==> src/rtl/pulse_interval_meter.sv <==
// -----------------------------------------------------------------------------
// pulse_interval_meter
//
// Coarse interval meter for a start/stop pulse pair. It counts clk cycles from
// the rising edge of start to the rising edge of the next stop. Each result,
// tagged with a timeout flag, is queued in a small first-word-fall-through
// FIFO and drained over a valid/ready stream.
//
// Ports:
//   clk            system clock, all logic on the rising edge
//   rst_n          synchronous reset, active low
//   enable         measurement enable; dropping it aborts a running count
//   start, stop    pulse inputs, already synchronous to clk
//   timeout_cycles timeout limit in cycles, 0 disables the timeout
//   m_data         interval of the FIFO head entry (0 while empty)
//   m_timeout      head entry was ended by timeout rather than by stop
//   m_valid        FIFO not empty
//   m_ready        consumer takes the head entry
//   busy           a measurement is in progress
//   fifo_level     number of queued entries
//   drop_count     results lost to a full FIFO, saturating at 255
// -----------------------------------------------------------------------------
module pulse_interval_meter #(
    parameter int CNT_W      = 16,
    parameter int FIFO_DEPTH = 4
) (
    input  logic                        clk,
    input  logic                        rst_n,
    input  logic                        enable,
    input  logic                        start,
    input  logic                        stop,
    input  logic [CNT_W-1:0]            timeout_cycles,
    output logic [CNT_W-1:0]            m_data,
    output logic                        m_timeout,
    output logic                        m_valid,
    input  logic                        m_ready,
    output logic                        busy,
    output logic [$clog2(FIFO_DEPTH):0] fifo_level,
    output logic [7:0]                  drop_count
);
    localparam int PTR_W = $clog2(FIFO_DEPTH);
    localparam int LVL_W = PTR_W + 1;
    localparam logic [CNT_W-1:0] CNT_MAX = '1;

    typedef enum logic {IDLE, COUNT} state_t;

    // ------------------------------------------------------------------
    // Measurement FSM
    // ------------------------------------------------------------------
    state_t           state_reg, state_next;
    logic             start_d_reg, stop_d_reg;
    logic             start_edge, stop_edge;
    logic [CNT_W-1:0] cnt_reg, cnt_next;
    logic [CNT_W-1:0] limit;
    logic             push_req_reg, push_req_next;
    logic [CNT_W-1:0] push_data_reg, push_data_next;
    logic             push_to_reg, push_to_next;

    assign start_edge = start & ~start_d_reg;
    assign stop_edge  = stop & ~stop_d_reg;

    // A disabled timeout behaves like a limit at the counter's ceiling, so the
    // count ends with a timeout entry instead of wrapping.
    assign limit = (timeout_cycles == '0) ? CNT_MAX : timeout_cycles;

    assign busy = (state_reg == COUNT);

    always_ff @(posedge clk) begin
        if (!rst_n) begin
            state_reg     <= IDLE;
            // History loads 1 so a level held high across reset is not an edge.
            start_d_reg   <= 1'b1;
            stop_d_reg    <= 1'b1;
            cnt_reg       <= '0;
            push_req_reg  <= 1'b0;
            push_data_reg <= '0;
            push_to_reg   <= 1'b0;
        end else begin
            state_reg     <= state_next;
            start_d_reg   <= start;
            stop_d_reg    <= stop;
            cnt_reg       <= cnt_next;
            push_req_reg  <= push_req_next;
            push_data_reg <= push_data_next;
            push_to_reg   <= push_to_next;
        end
    end

    // cnt_reg holds the interval k that a stop edge at the current clk edge
    // would produce: it is loaded with 1 on the start edge and advances once
    // per cycle while counting.
    always_comb begin
        state_next     = state_reg;
        cnt_next       = cnt_reg;
        push_req_next  = 1'b0;
        push_data_next = push_data_reg;
        push_to_next   = push_to_reg;
        case (state_reg)
            IDLE: begin
                if (enable && start_edge) begin
                    state_next = COUNT;
                    cnt_next   = CNT_W'(1);
                end
            end
            COUNT: begin
                if (!enable) begin
                    state_next = IDLE;
                end else if (stop_edge) begin
                    // Stop takes priority over a timeout in the same cycle.
                    push_req_next  = 1'b1;
                    push_data_next = cnt_reg;
                    push_to_next   = 1'b0;
                    state_next     = IDLE;
                end else if (cnt_reg >= limit) begin
                    // >= keeps a limit lowered mid-count from being skipped.
                    push_req_next  = 1'b1;
                    push_data_next = limit;
                    push_to_next   = 1'b1;
                    state_next     = IDLE;
                end else begin
                    cnt_next = cnt_reg + CNT_W'(1);
                end
            end
            default: state_next = IDLE;
        endcase
    end

    // ------------------------------------------------------------------
    // Result FIFO (first-word-fall-through)
    // ------------------------------------------------------------------
    logic [CNT_W-1:0] data_mem [FIFO_DEPTH];
    logic             to_mem   [FIFO_DEPTH];
    logic [PTR_W-1:0] wr_ptr_reg, rd_ptr_reg;
    logic [LVL_W-1:0] level_reg;
    logic [7:0]       drop_reg;
    logic             fifo_full, pop, wr_en, drop;

    assign fifo_full  = (level_reg == LVL_W'(FIFO_DEPTH));
    assign m_valid    = (level_reg != '0);
    assign pop        = m_valid & m_ready;
    // A pop in the same cycle frees the slot, so a full FIFO still accepts.
    assign wr_en      = push_req_reg & (~fifo_full | pop);
    assign drop       = push_req_reg & fifo_full & ~pop;
    assign m_data     = m_valid ? data_mem[rd_ptr_reg] : '0;
    assign m_timeout  = m_valid & to_mem[rd_ptr_reg];
    assign fifo_level = level_reg;
    assign drop_count = drop_reg;

    // Storage carries no reset; the outputs are gated by m_valid instead.
    always_ff @(posedge clk) begin
        if (wr_en) begin
            data_mem[wr_ptr_reg] <= push_data_reg;
            to_mem[wr_ptr_reg]   <= push_to_reg;
        end
    end

    always_ff @(posedge clk) begin
        if (!rst_n) begin
            wr_ptr_reg <= '0;
            rd_ptr_reg <= '0;
            level_reg  <= '0;
            drop_reg   <= '0;
        end else begin
            // Pointers wrap naturally because FIFO_DEPTH is a power of two.
            if (wr_en) begin
                wr_ptr_reg <= wr_ptr_reg + PTR_W'(1);
            end
            if (pop) begin
                rd_ptr_reg <= rd_ptr_reg + PTR_W'(1);
            end
            if (wr_en && !pop) begin
                level_reg <= level_reg + LVL_W'(1);
            end else if (!wr_en && pop) begin
                level_reg <= level_reg - LVL_W'(1);
            end
            if (drop && (drop_reg != 8'hFF)) begin
                drop_reg <= drop_reg + 8'd1;
            end
        end
    end

endmodule

==> config.mk <==
export PLATFORM = sky130hd
export DESIGN_NAME = pulse_interval_meter
export DESIGN_NICKNAME = d
export VERILOG_FILES = /design/src/rtl/pulse_interval_meter.sv
export SDC_FILE = /design/constraint.sdc
export NUM_CORES = 1
export LEC_CHECK = 0
export ABC_CLOCK_PERIOD_IN_PS = 7100
export CELL_PAD_IN_SITES_DETAIL_PLACEMENT = 2
export CELL_PAD_IN_SITES_GLOBAL_PLACEMENT = 2
export CORE_MARGIN = 2
export CORE_UTILIZATION = 46
export CTS_BUF_LIST = sky130_fd_sc_hd__clkbuf_16
export DETAILED_ROUTE_END_ITERATION = 6
export DONT_BUFFER_PORTS = 1
export PLACE_DENSITY = 0.8
export REMOVE_ABC_BUFFERS = 1
export SYNTH_ARGS = -nofsm -noshare
export SYNTH_HDL_FRONTEND = slang
export SYNTH_SLANG_ARGS = --single-unit
export TNS_END_PERCENT = 50
==> constraint.sdc <==
create_clock -name clk -period 7.1 [get_ports clk]
set_clock_uncertainty 0.2 [all_clocks]
set_input_delay 0.71 -clock clk [delete_from_list [all_inputs] [get_ports clk]]
set_output_delay 0.71 -clock clk [all_outputs]
set_load 0.1 [all_outputs]
==> metrics.txt, run 1 <==
# TYPE chip_impl_metric gauge
chip_impl_metric{name="path_buf_inv",unit=""} 0
chip_impl_metric{name="cts_num_sinks",unit=""} 122
chip_impl_metric{name="drt_iter0_drc",unit=""} 150
chip_impl_metric{name="route.detailed.wl_per_inst",unit="um"} 25.9
chip_impl_metric{name="tritoncts_buffers",unit=""} 17
chip_impl_metric{name="pwr-share-clk",unit="%"} 31.9
chip_impl_metric{name="clk_path_buf_depth",unit=""} 2
chip_impl_info{name="cp_top_family",value="simple AND/OR/NAND/NOR gates"} 1
chip_impl_metric{name="timing.max_cap.violations",unit=""} 0
chip_impl_metric{name="slowest_delay",unit="ns"} 0.72
chip_impl_info{name="largest_area_contributor_in_the_netlist",value="sky130_fd_sc_hd__edfxtp_1"} 1
chip_impl_info{name="layout.cells.most_common",value="sky130_fd_sc_hd__edfxtp_1"} 1
chip_impl_metric{name="dieHeight",unit="um"} 114
chip_impl_info{name="setup.worst_path.end_class",value="flip-flop"} 1
chip_impl_metric{name="grt_max_degree",unit=""} 61
chip_impl_metric{name="met2_length",unit="mm"} 8.48
chip_impl_metric{name="final_max_slew_viol_count",unit=""} 0
chip_impl_metric{name="sequential_cell_area_fraction_in_the_yosys_report",unit="%"} 56.2
chip_impl_metric{name="whs",unit="ns"} 0.185
chip_impl_metric{name="fp.dieW",unit="um"} 114
chip_impl_info{name="critical_path.cell_chain",value="nor4_1, and4_1, nor2_1, ha_1, and3_1, a221o_1, a211oi_2, and4_1, a41oi_1, a31oi_1"} 1
chip_impl_metric{name="port_buffers",unit=""} 0
chip_impl_metric{name="post-synth-top-area-fraction",unit="%"} 36.7
chip_impl_metric{name="cts_resized",unit=""} 0
chip_impl_metric{name="critPathArrivalTime",unit="ns"} 4.39
chip_impl_info{name="classification_of_the_worst_slack_hold_path",value="input port to flip-flop"} 1
chip_impl_metric{name="drive_above_1_share",unit="%"} 11.9
chip_impl_metric{name="slew_headroom",unit="%"} 21.7
chip_impl_metric{name="cts.clk_slew.worst_paths",unit="ns"} 0.06
chip_impl_metric{name="ys_warn_count",unit=""} 0
chip_impl_metric{name="ys_ff_latch",unit=""} 122
chip_impl_metric{name="routabilityCongestion",unit=""} 0.820
chip_impl_metric{name="globalRouteOverflowTotal",unit=""} 0
chip_impl_metric{name="shortest_period_the_worst_path_allows",unit="ns"} 4.25
chip_impl_metric{name="std_cell_rows",unit=""} 40
chip_impl_info{name="cts.root.buffer_cell",value="sky130_fd_sc_hd__clkbuf_16"} 1
chip_impl_metric{name="detail_route.wirelength.met1",unit="mm"} 6.74
chip_impl_metric{name="fill_cell_total_of_the_finished_layout",unit=""} 1119
chip_impl_metric{name="synth_enable_flop_cells",unit=""} 68
chip_impl_metric{name="fin_total_pwr",unit="uW"} 2660
chip_impl_info{name="crit_top_cell",value="sky130_fd_sc_hd__and4_1"} 1
chip_impl_metric{name="antenna_cells_inserted",unit=""} 0
chip_impl_info{name="top_layer_used_by_detailed_routing",value="met4"} 1
chip_impl_metric{name="design.die.area",unit="um^2"} 13000
chip_impl_metric{name="worstMarginPinSlew",unit="ns"} 1.17
chip_impl_metric{name="switchingPower",unit="uW"} 1230
chip_impl_info{name="highest_count_cells_in_the_layout_ignoring_fill_and_taps",value="sky130_fd_sc_hd__edfxtp_1, sky130_fd_sc_hd__dfxtp_1, sky130_fd_sc_hd__nand2_1, sky130_fd_sc_hd__and2_1, sky130_fd_sc_hd__nor2_1"} 1
chip_impl_metric{name="source_to_sink_clock_delay_at_the_later_pin_of_the_worst_skew_pair",unit="ns"} 0.42
chip_impl_info{name="synth_top_cells_by_area",value="sky130_fd_sc_hd__edfxtp_1, sky130_fd_sc_hd__dfxtp_1, sky130_fd_sc_hd__mux4_2, sky130_fd_sc_hd__ha_1, sky130_fd_sc_hd__and2_1"} 1
chip_impl_metric{name="cts_post_setup_buffers_inserted",unit=""} 0
chip_impl_metric{name="power.leakage",unit="uW"} 0.00218
chip_impl_metric{name="final_nets",unit=""} 505
chip_impl_metric{name="grt_pass1_wl",unit="mm"} 24.9
chip_impl_metric{name="final-setup-viol-count",unit=""} 0
chip_impl_metric{name="totalWireLength",unit="mm"} 16.0
chip_impl_metric{name="power.ir.vdd_worst",unit="mV"} 0.194
chip_impl_metric{name="ys_types",unit=""} 50
chip_impl_metric{name="post_synth_design_cell_area",unit="um^2"} 5560
chip_impl_info{name="timing.setup.critical_path_class",value="input port to flip-flop"} 1
chip_impl_metric{name="power.density_cell_area",unit="nW/um^2"} 426
chip_impl_metric{name="dpl_cell_area",unit="um^2"} 5660
chip_impl_metric{name="asyncSetResetFlopFracSynth",unit="%"} 0
chip_impl_metric{name="first_global_vias",unit=""} 4206
chip_impl_info{name="rsz0062_at_grt",value="false"} 1
chip_impl_metric{name="avgSynthCellArea",unit="um^2"} 12.0
chip_impl_metric{name="final_cell_utilization_of_the_core",unit="%"} 52.3
chip_impl_info{name="crit_slowest_cell",value="sky130_fd_sc_hd__and4_1"} 1
chip_impl_metric{name="detailroute.via_count",unit=""} 3777
chip_impl_metric{name="cell_internal_pwr",unit="uW"} 1430
chip_impl_metric{name="top_level_ports",unit=""} 52
chip_impl_metric{name="detail_route.drc_violations",unit=""} 0
chip_impl_info{name="cp-start-kind",value="input port"} 1
chip_impl_metric{name="grt_util_all_layers",unit="%"} 26.0
chip_impl_info{name="ys.flop_type",value="sky130_fd_sc_hd__edfxtp_1"} 1
chip_impl_metric{name="share_comb_of_total_power",unit="%"} 36.9
chip_impl_info{name="tritoncts",value="built"} 1
chip_impl_metric{name="antenna_violations_before_repair",unit=""} 0
chip_impl_metric{name="coreArea",unit="um^2"} 11900
chip_impl_metric{name="floorplan.initialDensity",unit="%"} 46.7
chip_impl_metric{name="met3_routed_wl",unit="um"} 560
chip_impl_metric{name="fmaxAchievable",unit="GHz"} 0.235
chip_impl_info{name="status",value="finished, final reports clean"} 1
chip_impl_metric{name="largest_register_ffs",unit=""} 64
chip_impl_metric{name="min_period_over_period",unit="%"} 59.9
chip_impl_metric{name="timing_hold_violations_final",unit=""} 0
chip_impl_metric{name="p_sw_share",unit="%"} 46.2
chip_impl_metric{name="design_area",unit="um^2"} 6230
chip_impl_metric{name="dr.pass1.iters",unit=""} 5
chip_impl_metric{name="timing.critical_path.required",unit="ns"} 7.24
chip_impl_metric{name="antenna_viol_nets_final",unit=""} 0
chip_impl_metric{name="hold_buffers",unit=""} 0
chip_impl_metric{name="area_growth_syn_to_layout",unit="%"} 12.0
chip_impl_metric{name="sequentialPowerShare",unit="%"} 31.2
chip_impl_metric{name="synth_cells",unit=""} 465
chip_impl_metric{name="fin_setup_tns",unit="ns"} 0
chip_impl_metric{name="dp_hpwl",unit="mm"} 9.92
chip_impl_metric{name="post_drt_via_cell_ratio",unit=""} 6.11
chip_impl_metric{name="max_h_tree_level",unit=""} 4
chip_impl_metric{name="critical_path_peak_fanout",unit=""} 16
==> worst paths after layout <==
path,from,endpoint,slack [ns],cells after the start
worst max register to register,fifo_level[0],fifo_level[2],3.46,8
worst min register to register,push_data_reg[4],push_data_reg[4],0.32,2
worst max-delay path,timeout_cycles[8],cnt_reg[6],2.85,10
worst min-delay path,rst_n,start_d_reg,0.19,1
==> power groups by stage <==
stage                     Combinational [uW]  Clock [uW]  Sequential, uW
after detailed placement                 975           0             842
final                                    979         847             829
after global routing                    1010         891             830
after CTS                                989         860             829
after floorplan                          881           0             850
after global placement                   947           0             838
==> synthesized netlist by cell type (3+ instances only) <==
library cell and count:
sky130_fd_sc_hd__inv_1 5, sky130_fd_sc_hd__buf_2 3, sky130_fd_sc_hd__or3_1 4, sky130_fd_sc_hd__nand2_1 50, sky130_fd_sc_hd__and3_1 3, sky130_fd_sc_hd__nand4_1 9
sky130_fd_sc_hd__o2111ai_1 16, sky130_fd_sc_hd__a21boi_0 5, sky130_fd_sc_hd__and4_1 4, sky130_fd_sc_hd__and2_1 33, sky130_fd_sc_hd__edfxtp_1 68, sky130_fd_sc_hd__mux2i_1 4
sky130_fd_sc_hd__clkbuf_1 24, sky130_fd_sc_hd__o21a_1 3, sky130_fd_sc_hd__nand3_1 8, sky130_fd_sc_hd__mux4_2 17, sky130_fd_sc_hd__a21oi_1 13, sky130_fd_sc_hd__nor2b_1 10
sky130_fd_sc_hd__xnor2_1 8, sky130_fd_sc_hd__nand2b_1 5, sky130_fd_sc_hd__o21ai_1 17, sky130_fd_sc_hd__nor4_1 4, sky130_fd_sc_hd__dfxtp_1 54, sky130_fd_sc_hd__o21ai_0 6
sky130_fd_sc_hd__nor2_1 24, sky130_fd_sc_hd__a31oi_1 14, sky130_fd_sc_hd__ha_1 23
==> worst register-to-register path, delay by kind of cell (launching register included) <==
| family | cells | cell delay [ns] |
|---|---|---|
| simple gates | 3 | 1.11 |
| xor+xnor | 1 | 0.17 |
| flops | 1 | 1.10 |
| fa+ha+maj | 2 | 0.69 |
| buf+inv | 1 | 0.07 |
| compound gates | 1 | 0.23 |
==> per-stage QoR <==
stage	setup WS (ns)	std cells
finish	2.85	618
global route	2.74	618
CTS	2.95	618
detailed placement	2.62	587
global placement	2.79	587
floorplan	3.18	435
==> cell type report <==
cell class | count | area [um^2] | share of cell area [%]
Tap cell | 147 | 184 | 2.95
Sequential cell | 122 | 3120 | 50.1
Inverter | 5 | 18.8 | 0.301
Timing Repair Buffer | 5 | 37.5 | 0.603
Clock buffer | 17 | 425 | 6.83
Multi-Input combinational cell | 308 | 2300 | 36.9
Clock inverter | 14 | 144 | 2.31
==> logic make-up after synthesis <==
kind of cell | count (synthesis) | synth area share, %
mux | 21 | 7.60
compound gates | 91 | 11.5
simple gates | 162 | 15.1
flops | 122 | 56.2
buf+inv | 35 | 2.56
fa+ha+maj | 24 | 5.53
xor+xnor | 10 | 1.57
==> metal layers <==
metal | vias to the layer above | global-route usage, %
li1 | 1726 | -
met1 | 1958 | 31.5
met2 | 74 | 45.9
met3 | 19 | 6.16
met4 | 0 | 7.97
met5 | - | 0
Power figures use the tool's default switching activity.
==> run 2, diff against run 1 <==
- ABC_CLOCK_PERIOD_IN_PS: 7100 -> 4000
- CORE_UTILIZATION: 46 -> 43
- PLACE_DENSITY: 0.8 -> 0.75
- clock period: 7.1 -> 4 ns (I/O delays scaled with it)
==> metrics.txt, run 2 (same netlist as run 1, synthesis figures left out) <==
# TYPE chip_impl_metric gauge
chip_impl_info{name="status",value="finished, final reports clean"} 1
chip_impl_metric{name="antenna_cells_inserted",unit=""} 0
chip_impl_metric{name="globalRouteOverflowTotal",unit=""} 0
chip_impl_metric{name="power.ir.vdd_worst",unit="mV"} 0.331
chip_impl_metric{name="shortest_period_the_worst_path_allows",unit="ns"} 3.53
chip_impl_metric{name="first_global_vias",unit=""} 4308
chip_impl_metric{name="final_nets",unit=""} 538
chip_impl_metric{name="top_level_ports",unit=""} 52
chip_impl_metric{name="routabilityCongestion",unit=""} 0.838
chip_impl_metric{name="tritoncts_buffers",unit=""} 17
chip_impl_metric{name="timing.max_cap.violations",unit=""} 0
chip_impl_info{name="cp_top_family",value="simple AND/OR/NAND/NOR gates"} 1
chip_impl_metric{name="area_growth_syn_to_layout",unit="%"} 18.6
chip_impl_metric{name="fill_cell_total_of_the_finished_layout",unit=""} 1250
chip_impl_info{name="cp-start-kind",value="input port"} 1
chip_impl_metric{name="grt_pass1_wl",unit="mm"} 25.5
chip_impl_metric{name="fmaxAchievable",unit="GHz"} 0.283
chip_impl_metric{name="drt_iter0_drc",unit=""} 208
chip_impl_metric{name="design.die.area",unit="um^2"} 13900
chip_impl_metric{name="largest_register_ffs",unit=""} 64
chip_impl_metric{name="cts_resized",unit=""} 0
chip_impl_metric{name="timing_hold_violations_final",unit=""} 0
chip_impl_info{name="cts.root.buffer_cell",value="sky130_fd_sc_hd__clkbuf_16"} 1
chip_impl_metric{name="dpl_cell_area",unit="um^2"} 5920
chip_impl_metric{name="timing.critical_path.required",unit="ns"} 4.15
chip_impl_metric{name="fin_setup_tns",unit="ns"} 0
chip_impl_metric{name="fp.dieW",unit="um"} 118
chip_impl_metric{name="power.leakage",unit="uW"} 0.00237
chip_impl_metric{name="source_to_sink_clock_delay_at_the_later_pin_of_the_worst_skew_pair",unit="ns"} 0.43
chip_impl_metric{name="max_h_tree_level",unit=""} 4
chip_impl_metric{name="critPathArrivalTime",unit="ns"} 3.67
chip_impl_metric{name="min_period_over_period",unit="%"} 88.2
chip_impl_info{name="tritoncts",value="built"} 1
chip_impl_metric{name="grt_max_degree",unit=""} 56
chip_impl_info{name="rsz0062_at_grt",value="false"} 1
chip_impl_metric{name="hold_buffers",unit=""} 4
chip_impl_metric{name="slowest_delay",unit="ns"} 0.49
chip_impl_metric{name="critical_path_peak_fanout",unit=""} 13
chip_impl_metric{name="antenna_viol_nets_final",unit=""} 0
chip_impl_info{name="crit_slowest_cell",value="sky130_fd_sc_hd__nor4_1"} 1
chip_impl_metric{name="placed_cells",unit=""} 641
chip_impl_metric{name="dp_hpwl",unit="mm"} 10.6
chip_impl_metric{name="slew_headroom",unit="%"} 33.8
chip_impl_info{name="crit_top_cell",value="sky130_fd_sc_hd__a31oi_1"} 1
chip_impl_metric{name="floorplan.initialDensity",unit="%"} 44.1
chip_impl_metric{name="cts_post_setup_buffers_inserted",unit=""} 0
chip_impl_info{name="highest_count_cells_in_the_layout_ignoring_fill_and_taps",value="sky130_fd_sc_hd__edfxtp_1, sky130_fd_sc_hd__dfxtp_1, sky130_fd_sc_hd__nand2_1, sky130_fd_sc_hd__and2_1, sky130_fd_sc_hd__buf_4"} 1
chip_impl_metric{name="post_drt_via_cell_ratio",unit=""} 5.81
chip_impl_metric{name="grt_util_all_layers",unit="%"} 24.6
chip_impl_metric{name="path_buf_inv",unit=""} 1
chip_impl_metric{name="dr.pass1.iters",unit=""} 5
chip_impl_metric{name="port_buffers",unit=""} 0
chip_impl_metric{name="detail_route.drc_violations",unit=""} 0
chip_impl_metric{name="fin_total_pwr",unit="uW"} 5120
chip_impl_info{name="setup.worst_path.end_class",value="flip-flop"} 1
chip_impl_metric{name="worstMarginPinSlew",unit="ns"} 0.994
chip_impl_metric{name="cts_num_sinks",unit=""} 122
chip_impl_metric{name="dieHeight",unit="um"} 118
chip_impl_metric{name="final-setup-viol-count",unit=""} 0
chip_impl_metric{name="totalWireLength",unit="mm"} 16.1
chip_impl_metric{name="design_area",unit="um^2"} 6590
chip_impl_metric{name="cts.clk_slew.worst_paths",unit="ns"} 0.06
chip_impl_metric{name="final_max_slew_viol_count",unit=""} 0
chip_impl_info{name="timing.setup.critical_path_class",value="input port to flip-flop"} 1
chip_impl_metric{name="std_cell_rows",unit=""} 41
chip_impl_metric{name="power.density_cell_area",unit="nW/um^2"} 776
chip_impl_metric{name="detailroute.via_count",unit=""} 3930
chip_impl_metric{name="coreArea",unit="um^2"} 12600
chip_impl_metric{name="route.detailed.wl_per_inst",unit="um"} 23.8
chip_impl_info{name="layout.cells.most_common",value="sky130_fd_sc_hd__edfxtp_1"} 1
chip_impl_metric{name="layoutNonFillerInstCount",unit=""} 677
chip_impl_info{name="critical_path.cell_chain",value="nor4_1, and4_1, buf_4, nor2_1, ha_1, nand4_1, nor3_2, o2111ai_2, a31oi_1, nand2_2, a31oi_1"} 1
chip_impl_metric{name="antenna_violations_before_repair",unit=""} 0
chip_impl_metric{name="clk_path_buf_depth",unit=""} 2
chip_impl_metric{name="drive_above_1_share",unit="%"} 18.0
chip_impl_info{name="classification_of_the_worst_slack_hold_path",value="input port to flip-flop"} 1
## run 2: per-stage QoR
| stage | hold slack, ns | setup WS [ns] | util, % |
|---|---|---|---|
| floorplan | 0.256 | 0.387 | - |
| global placement | 0.270 | 0.132 | 46.9 |
| detailed placement | 0.286 | 0.0381 | 46.9 |
| CTS | 0.0298 | 0.393 | 52.3 |
| global route | 0.0580 | 0.115 | 52.3 |
| finish | 0.0274 | 0.472 | 52.3 |
## run 2: final timing paths
| kind | to | slack, ns | cells after the start | from |
|---|---|---|---|---|
| worst max register to register | fifo_level[2] | 0.95 | 9 | fifo_level[0] |
| worst max-delay path | cnt_reg[11] | 0.47 | 11 | timeout_cycles[11] |
| worst min register to register | push_data_reg[2] | 0.30 | 2 | push_data_reg[2] |
| worst min-delay path | push_data_reg[10] | 0.03 | 2 | rst_n |
## run 2: metal layers
metal,vias to the layer above,GRT usage (%),share of wire [%]
met5,-,0,0
met3,24,6.54,4.6
met2,90,43.4,53
met4,0,8.43,1.8
li1,1801,-,-
met1,2015,28.8,40
## run 2: power breakdown
part / switching (uW) / internal (uW) / leakage (uW) / total [uW]
clock network: 594 / 1040 / 0.000301 / 1640
registers: 24.8 / 1340 / 0.00108 / 1360
logic: 1660 / 458 / 0.000992 / 2120
## run 2: cell type report
type | count | area [um^2] | area share, %
clock inverter | 15 | 198 | 3.00
clock buffer | 17 | 425 | 6.45
timing repair buffer | 38 | 318 | 4.82
sequential | 122 | 3120 | 47.4
inverter | 5 | 18.8 | 0.285
multi-input combinational | 308 | 2300 | 34.8
tap | 172 | 215 | 3.26
## run 2: worst reg2reg max path, stage by stage, from the launching register on
cell	delay (ns)
sky130_fd_sc_hd__dfxtp_1	0.34
sky130_fd_sc_hd__buf_4	0.33
sky130_fd_sc_hd__nor4b_1	0.17
sky130_fd_sc_hd__nor2b_1	0.47
sky130_fd_sc_hd__ha_1	0.30
sky130_fd_sc_hd__inv_1	0.06
sky130_fd_sc_hd__fa_1	0.39
sky130_fd_sc_hd__xor2_1	0.18
sky130_fd_sc_hd__or3_1	0.31
sky130_fd_sc_hd__a21boi_0	0.22
==> run 3, diff against run 2 <==
- CTS_CLUSTER_SIZE: unset -> 28
==> results of run 3 <==
No change in the layout: final DEF, timing and power equal those of run 2.
